$ cat config.mk
export PLATFORM = sky130hd
export DESIGN_NAME = bus_master_ctrl
export DESIGN_NICKNAME = d
export VERILOG_FILES = /design/src/rtl/bus_pkg.sv /design/src/rtl/bus_beat_timer.sv /design/src/rtl/bus_master_ctrl.sv
export SDC_FILE = /design/constraint.sdc
export NUM_CORES = 1
export LEC_CHECK = 0
export BUFFER_PORTS_ARGS = -buffer_cell sky130_fd_sc_hd__buf_2
export CORE_AREA = 8 8 73 139
export DETAILED_ROUTE_END_ITERATION = 6
export DIE_AREA = 0 0 81 147
export GPL_TIMING_DRIVEN = 0
export HOLD_SLACK_MARGIN = 0.02
export PLACE_DENSITY = 0.83
export SETUP_SLACK_MARGIN = 0.15
export SYNTH_ARGS = -nofsm -noshare
export SYNTH_HDL_FRONTEND = slang
export SYNTH_SLANG_ARGS = --single-unit
$ cat constraint.sdc
create_clock -name clk -period 3.7 [get_ports clk]
set_input_delay 0.74 -clock clk [delete_from_list [all_inputs] [get_ports clk]]
set_output_delay 0.74 -clock clk [all_outputs]
set_load 0.05 [all_outputs]
$ cat src/rtl/bus_pkg.sv
// bus_pkg: state encoding and bus direction constants
// shared by the bus master controller files.
package bus_pkg;

  typedef enum logic [1:0] {
    IDLE = 2'd0,
    WR   = 2'd1,
    RD   = 2'd2
  } state_e;

  localparam logic BUS_MODE_WR = 1'b1;
  localparam logic BUS_MODE_RD = 1'b0;

endpackage

$ cat src/rtl/bus_beat_timer.sv
// bus_beat_timer: cycles since the last beat or start;
// flags expiry when TO_CYC cycles pass without progress.
module bus_beat_timer #(
  parameter int unsigned TO_CYC = 255
) (
  input  logic clk,
  input  logic rst_n,
  input  logic clr_i,
  input  logic run_i,
  output logic expire_o
);

  localparam int unsigned CW = $clog2(TO_CYC + 1);

  logic [CW-1:0] cnt_q;
  logic [CW-1:0] cnt_d;

  assign expire_o = run_i && !clr_i &&
                    (cnt_q == CW'(TO_CYC - 1));

  always_comb begin
    cnt_d = cnt_q;
    if (clr_i || !run_i) begin
      cnt_d = '0;
    end else if (!expire_o) begin
      cnt_d = cnt_q + 1'b1;
    end
  end

  always_ff @(posedge clk) begin
    if (!rst_n) begin
      cnt_q <= '0;
    end else begin
      cnt_q <= cnt_d;
    end
  end

endmodule

$ cat src/rtl/bus_master_ctrl.sv
// bus_master_ctrl: single/burst read-write sequencer for the CPU bus.
// Define BUS_TIMEOUT_EN to abort a beat stalled for TO_CYC cycles.
module bus_master_ctrl
  import bus_pkg::*;
#(
  parameter int unsigned AW     = 32,
  parameter int unsigned DW     = 32,
  parameter int unsigned LENW   = 4,
  parameter int unsigned TO_CYC = 255
) (
  input  logic            clk,
  input  logic            rst_n,
  input  logic            start_transaction,
  input  logic            mode,
  input  logic [AW-1:0]   addr,
  input  logic [LENW-1:0] len,
  input  logic [DW-1:0]   wdata,
  output logic            beat_ack,
  output logic [DW-1:0]   rdata,
  output logic            rdata_valid,
  output logic            write_done,
  output logic            busy,
  output logic            bus_err,
  output logic [AW-1:0]   BUS_addr,
  output logic [DW-1:0]   BUS_wdata,
  input  logic [DW-1:0]   BUS_rdata,
  output logic            BUS_valid,
  input  logic            BUS_wready,
  output logic            BUS_rready,
  input  logic            BUS_rvalid,
  output logic            BUS_mode
);

  localparam logic [AW-1:0] STEP = AW'(DW / 8);

  state_e          state_q, state_d;
  logic [AW-1:0]   addr_q, addr_d;
  logic            mode_q, mode_d;
  logic [LENW-1:0] len_q, len_d;
  logic [LENW-1:0] cnt_q, cnt_d;
  logic [DW-1:0]   rdata_q, rdata_d;
  logic            rvld_q, rvld_d;
  logic            wdone_q, wdone_d;
  logic            err_q, err_d;

  logic wr_beat;
  logic rd_beat;
  logic beat;
  logic last;
  logic timeout;

  assign wr_beat = (state_q == WR) && BUS_wready;
  assign rd_beat = (state_q == RD) && BUS_rvalid;
  assign beat    = wr_beat || rd_beat;
  assign last    = (cnt_q == len_q);

`ifdef BUS_TIMEOUT_EN
  bus_beat_timer #(
    .TO_CYC (TO_CYC)
  ) u_timer (
    .clk      (clk),
    .rst_n    (rst_n),
    .clr_i    (beat),
    .run_i    (busy),
    .expire_o (timeout)
  );
`else
  logic unused_to_cyc;
  assign unused_to_cyc = ^TO_CYC;
  assign timeout       = 1'b0;
`endif

  always_comb begin
    state_d = state_q;
    addr_d  = addr_q;
    mode_d  = mode_q;
    len_d   = len_q;
    cnt_d   = cnt_q;
    rdata_d = rdata_q;
    rvld_d  = 1'b0;
    wdone_d = 1'b0;
    err_d   = 1'b0;
    unique case (state_q)
      IDLE: begin
        if (start_transaction) begin
          state_d = (mode == BUS_MODE_WR) ? WR : RD;
          addr_d  = addr;
          mode_d  = mode;
          len_d   = len;
          cnt_d   = '0;
        end
      end
      WR, RD: begin
        if (beat) begin
          addr_d = addr_q + STEP;
          cnt_d  = cnt_q + 1'b1;
          if (rd_beat) begin
            rdata_d = BUS_rdata;
            rvld_d  = 1'b1;
          end
          if (last) begin
            state_d = IDLE;
            wdone_d = wr_beat;
          end
        end else if (timeout) begin
          state_d = IDLE;
          err_d   = 1'b1;
        end
      end
      default: state_d = IDLE;
    endcase
  end

  always_ff @(posedge clk) begin
    if (!rst_n) begin
      state_q <= IDLE;
      addr_q  <= '0;
      mode_q  <= 1'b0;
      len_q   <= '0;
      cnt_q   <= '0;
      rdata_q <= '0;
      rvld_q  <= 1'b0;
      wdone_q <= 1'b0;
      err_q   <= 1'b0;
    end else begin
      state_q <= state_d;
      addr_q  <= addr_d;
      mode_q  <= mode_d;
      len_q   <= len_d;
      cnt_q   <= cnt_d;
      rdata_q <= rdata_d;
      rvld_q  <= rvld_d;
      wdone_q <= wdone_d;
      err_q   <= err_d;
    end
  end

  // write acks are immediate so the core can advance wdata next cycle
  assign beat_ack    = wr_beat || rvld_q;
  assign rdata       = rdata_q;
  assign rdata_valid = rvld_q;
  assign write_done  = wdone_q;
  assign bus_err     = err_q;
  assign busy        = (state_q != IDLE);
  assign BUS_valid   = busy;
  assign BUS_rready  = (state_q == RD);
  assign BUS_mode    = mode_q;
  assign BUS_addr    = addr_q;
  assign BUS_wdata   = (state_q == WR) ? wdata : '0;

endmodule

Word level (Yosys, flattened, before mapping)

Index checks and enable logic that the tools add are counted.

Register bits after elaboration: 77
Input bits: 106
Output and inout bits: 104
Logic and storage cells: 43

$add $sub $neg: 2
Equality and inequality tests: 6
Muxes and demuxes: 13
Reduce and logical (&&, ||, !) cells: 14

Operators with widths:

| kind                                                 | number |
|---|---|
| two-way mux 32 bit                                   | 3 |
| one-hot mux 32 bit (2 select lines)                  | 1 |
| adder 32 x 3 -> 32 bit (second input constant)       | 1 |
| AND reduction 3 bit                                  | 4 |
| two-way mux 2 bit                                    | 4 |
| two-way mux 4 bit                                    | 2 |
| one-hot mux 4 bit (2 select lines)                   | 1 |
| inequality test 2 bit (second input constant)        | 3 |
| adder 4 x 1 -> 4 bit (second input constant)         | 1 |
| equality test 4 bit                                  | 1 |
| one-hot mux 2 bit (2 select lines)                   | 1 |
| AND reduction 4 bit                                  | 1 |
| nonzero test 2 bit                                   | 2 |
| equality test 2 x 1 -> 1 bit (second input constant) | 1 |
| equality test 2 bit (second input constant)          | 1 |
| logical AND 1 bit                                    | 2 |
| logical NOT 2 bit                                    | 1 |
| logical OR 1 bit                                     | 2 |
| AND reduction 2 bit                                  | 1 |
| OR reduction 2 bit                                   | 1 |
| two-way mux 1 bit                                    | 1 |

Logic depth before layout (Yosys ltp)

Depth after elaboration: 5
Gate-level depth with buffers: 9
Gate-level depth less buffers: 7

Worst setup path before layout

No wires, ideal clock.

Path kind: reg-to-output
Start: register state_q[0]
End: output port busy
Arrival time: 1.502 ns
Data required time: 2.960 ns
Path slack: 1.458 ns
Cell stages (with the launch flop): 6
Path buffers: 2
Path through: dfxtp_1 > inv_1 > ha_1 > clkbuf_1 > inv_1 > buf_4

Longest elaborated chain between the ends: 1

RTL lines:

| what                     | line                   | RTL |
|---|---|---|
| start: declaration       | bus_master_ctrl.sv:36  | `state_e state_q, state_d;` |
| start signal: assignment | bus_master_ctrl.sv:126 | `state_q <= state_d;` |
| nonzero test 2 bit       | bus_master_ctrl.sv:144 | `assign busy = (state_q != IDLE);` |
| end: declaration         | bus_master_ctrl.sv:22  | `output logic busy,` |

No other way between the ends.

Worst setup path in the final report

Ends and elaborated chain as after synthesis.

==> impl_metrics.py <==
metrics = {
    "status": {
        "status": "complete, no violations",
    },
    "setup_path": {
        "reg2reg_depth": 9,
        "cp_common_cell": "inv_1",
        "timing.rr.start": "state_q[0]",
        "crit_end": "busy",
        "worstPathRequired_ns": 2.96,
        "critPathSlowestCell": "clkbuf_1",
        "endpoint_kind": "primary output",
        "criticalPathCategory": "reg2out",
        "cp_slowest_stage_delay_ns": 0.38,
        "cp_data_arrival_time_ns": 2.02,
        "r2r_setup_slack_ns": 1.25,
        "crit_fanout": 10,
        "startpoint_type": "register",
        "path_cells": "inv_1 > ha_1 > clkbuf_1 > inv_1 > buf_4 > buf_2",
        "r2r_end": "BUS_addr[21]",
        "cp-startpoint": "state_q[0]",
    },
    "clock_network": {
        "clockRootBuffer": "clkbuf_16",
        "htreeDepth": 3,
        "tritoncts": "built",
        "cts_buffer_depth": 2,
        "numCtsBuffers": 9,
        "worstSkewPairLatency_ns": 0.33,
        "ctsResizeCount": 0,
        "cts_setup_buffers": 0,
        "hold_buffers": 0,
        "clk_pin_slew_ns": 0.06,
        "cts.sinks": 77,
    },
    "die": {
        "start_util": 0.476,
        "die_area_um2": 11900,
        "ioPinCount": 210,
        "row_count": 48,
        "die_x_um": 81,
        "die_h_um": 147,
        "coreArea_um2": 8410,
    },
    "yosys": {
        "synth-seq-area-share": 0.385,
        "synthArstFlopShare": 0,
        "synth_cell_types": 56,
        "synth_edf_count": 0,
        "yosysWarnings": 0,
        "synth_area_um2": 4000,
        "netlist_instances": 528,
        "synth_seq_cells": 77,
        "syn_nets": 640,
        "ys_top_cells_by_area": "dfxtp_1 39%, nand2_1 11%, a21oi_1 7.5%, and2_1 5.5%, nand3_1 4.0%",
        "synth_top_cell_by_area": "dfxtp_1",
        "synth_top_area_frac": 0.385,
        "synthFlopType": "dfxtp_1",
        "syn_area_per_cell_um2": 7.58,
    },
    "pwr": {
        "ir_drop_uv": 646,
        "leakagePower_nw": 2.58,
        "total_power_w": 0.00458,
        "p_per_area_nw_per_um2": 840,
    },
    "routing": {
        "antenna_left": 0,
        "drc": 0,
        "drtPass1Iterations": 7,
        "wirelength_um": 15000,
        "drtIter0Drc": 295,
        "vias": 4747,
        "via_per_inst": 5.57,
        "drt-wirelength-per-cell_um": 17.6,
    },
    "place": {
        "gp_congestion": 0.893,
        "dp_hpwl_um": 11900,
        "place_area_um2": 5170,
        "io_buffers": 208,
    },
    "sta": {
        "worst_slew_pin_slew_ns": 0.578,
        "whs_ns": 0.451,
        "fin_crit_ns": 2.76,
        "fin_crit_sh": 0.747,
        "maxSlewViolCount": 0,
        "setup_viol": 0,
        "slew_headroom": 0.614,
        "max_freq_mhz": 362,
        "final.setup.tns_ns": 0,
        "rsz0062_at_grt": "no",
        "finClkSkew_ns": 0.00638,
        "hold_violations": 0,
    },
    "global_routing": {
        "overflow": 0,
        "grtUsageTotal": 0.240,
        "grt_pass1_vias": 4626,
        "antenna_found_initial": 1,
        "grt_max_degree": 15,
        "grt_first_pass_wirelength_um": 22800,
    },
    "run": {
        "maxCapViolations": 0,
    },
    "cells_and_area": {
        "drive_above_1_share": 0.323,
        "fin_area_um2": 5450,
        "finish.utilization": 0.649,
        "fin_nets": 859,
        "final_cell_mix": "213 x buf_2, 112 x nand2_1, 77 x dfxtp_1",
        "mostFrequentLayoutCell": "buf_2",
        "area.growth.synth_to_final_pct": 36.3,
        "fill_cells": 741,
    },
    "min_path": {
        "holdCritPathClass": "reg2reg",
    },
}
-- state kept, by name, summed over array words and instances (netlist names) --
register / cells
rdata: 32
BUS_mode: 1
BUS_addr: 32
write_done: 1
cnt_q: 4
len_q: 4
state_q: 2
rdata_valid: 1
-- through the flow --
stage          cells  setup slack (ns)
3_5_place_dp     836              1.29
5_1_grt          853             0.850
3_3_place_gp     836              1.33
2_1_floorplan    528              1.46
4_1_cts          852             0.943
6_report         853             0.936
-- logic make-up after synthesis --
group,count (synthesis),synth area share
AOI/OAI and AO/OA,130,0.199
xor gates and xnor gates,5,0.0109
adders and majority gates,6,0.0188
buffers and inverters,50,0.0525
DFF,77,0.385
muxes,4,0.0100
other,1,0.000937
and+or+nand+nor,255,0.323
-- worst min-delay path by stage --
stage	start	end	slack [ns]	depth (start not counted)
final	rdata[2]	rdata[2]	0.45	2
after global routing	rdata[2]	rdata[2]	0.47	2
after CTS	rdata[12]	rdata[12]	0.45	2
after detailed placement	rdata[12]	rdata[12]	0.44	2
after global placement	BUS_addr[1]	BUS_addr[1]	0.44	2
after floorplan	len_q[0]	len_q[0]	0.45	2
-- power by group --
group	switching, W	internal (W)	total, W
clock network	0.000360	0.000476	0.000836
registers	0.000212	0.00101	0.00123
logic	0.00185	0.000673	0.00252
-- cell type report --
cell class              instances  area (um^2)  share of cell area
plain buffers                  38          165              0.0303
clock buffers                  10          239              0.0438
flip-flops and latches         77         1540               0.283
clock inverters                 6         46.3             0.00849
well taps                     100          125              0.0229
diodes                          1         2.50            0.000459
multi-input cells             401         2250               0.412
repair buffers                208         1040               0.191
inverters                      12         45.0             0.00826
-- critical path, delay by kind of cell (launching register included) --
kind,cells,cell delay [ns]
buffers and inverters,5,1.10
adder cells (fa/ha/maj),1,0.26
flip-flops,1,0.33
-- routing by layer --
layer / track usage / wire length [um] / vias up
met5: 0 / 0 / -
met4: 0.118 / 557 / 0
met3: 0.0575 / 1490 / 39
met2: 0.428 / 7590 / 259
met1: 0.249 / 5350 / 2153
li1: - / - / 2296
-- synthesized netlist by cell type (6+ instances only) --
| master | number |
|---|---|
| a21oi_1 | 60 |
| nand3_1 | 32 |
| o21ai_0 | 19 |
| and3_1 | 11 |
| nor2_1 | 19 |
| a211oi_1 | 9 |
| a22oi_1 | 6 |
| o22ai_1 | 6 |
| and2_1 | 35 |
| dfxtp_1 | 77 |
| ha_1 | 6 |
| nand2_1 | 112 |
| nand4_1 | 11 |
| inv_1 | 12 |
| clkbuf_1 | 25 |
(Power assumes the default switching activity.)
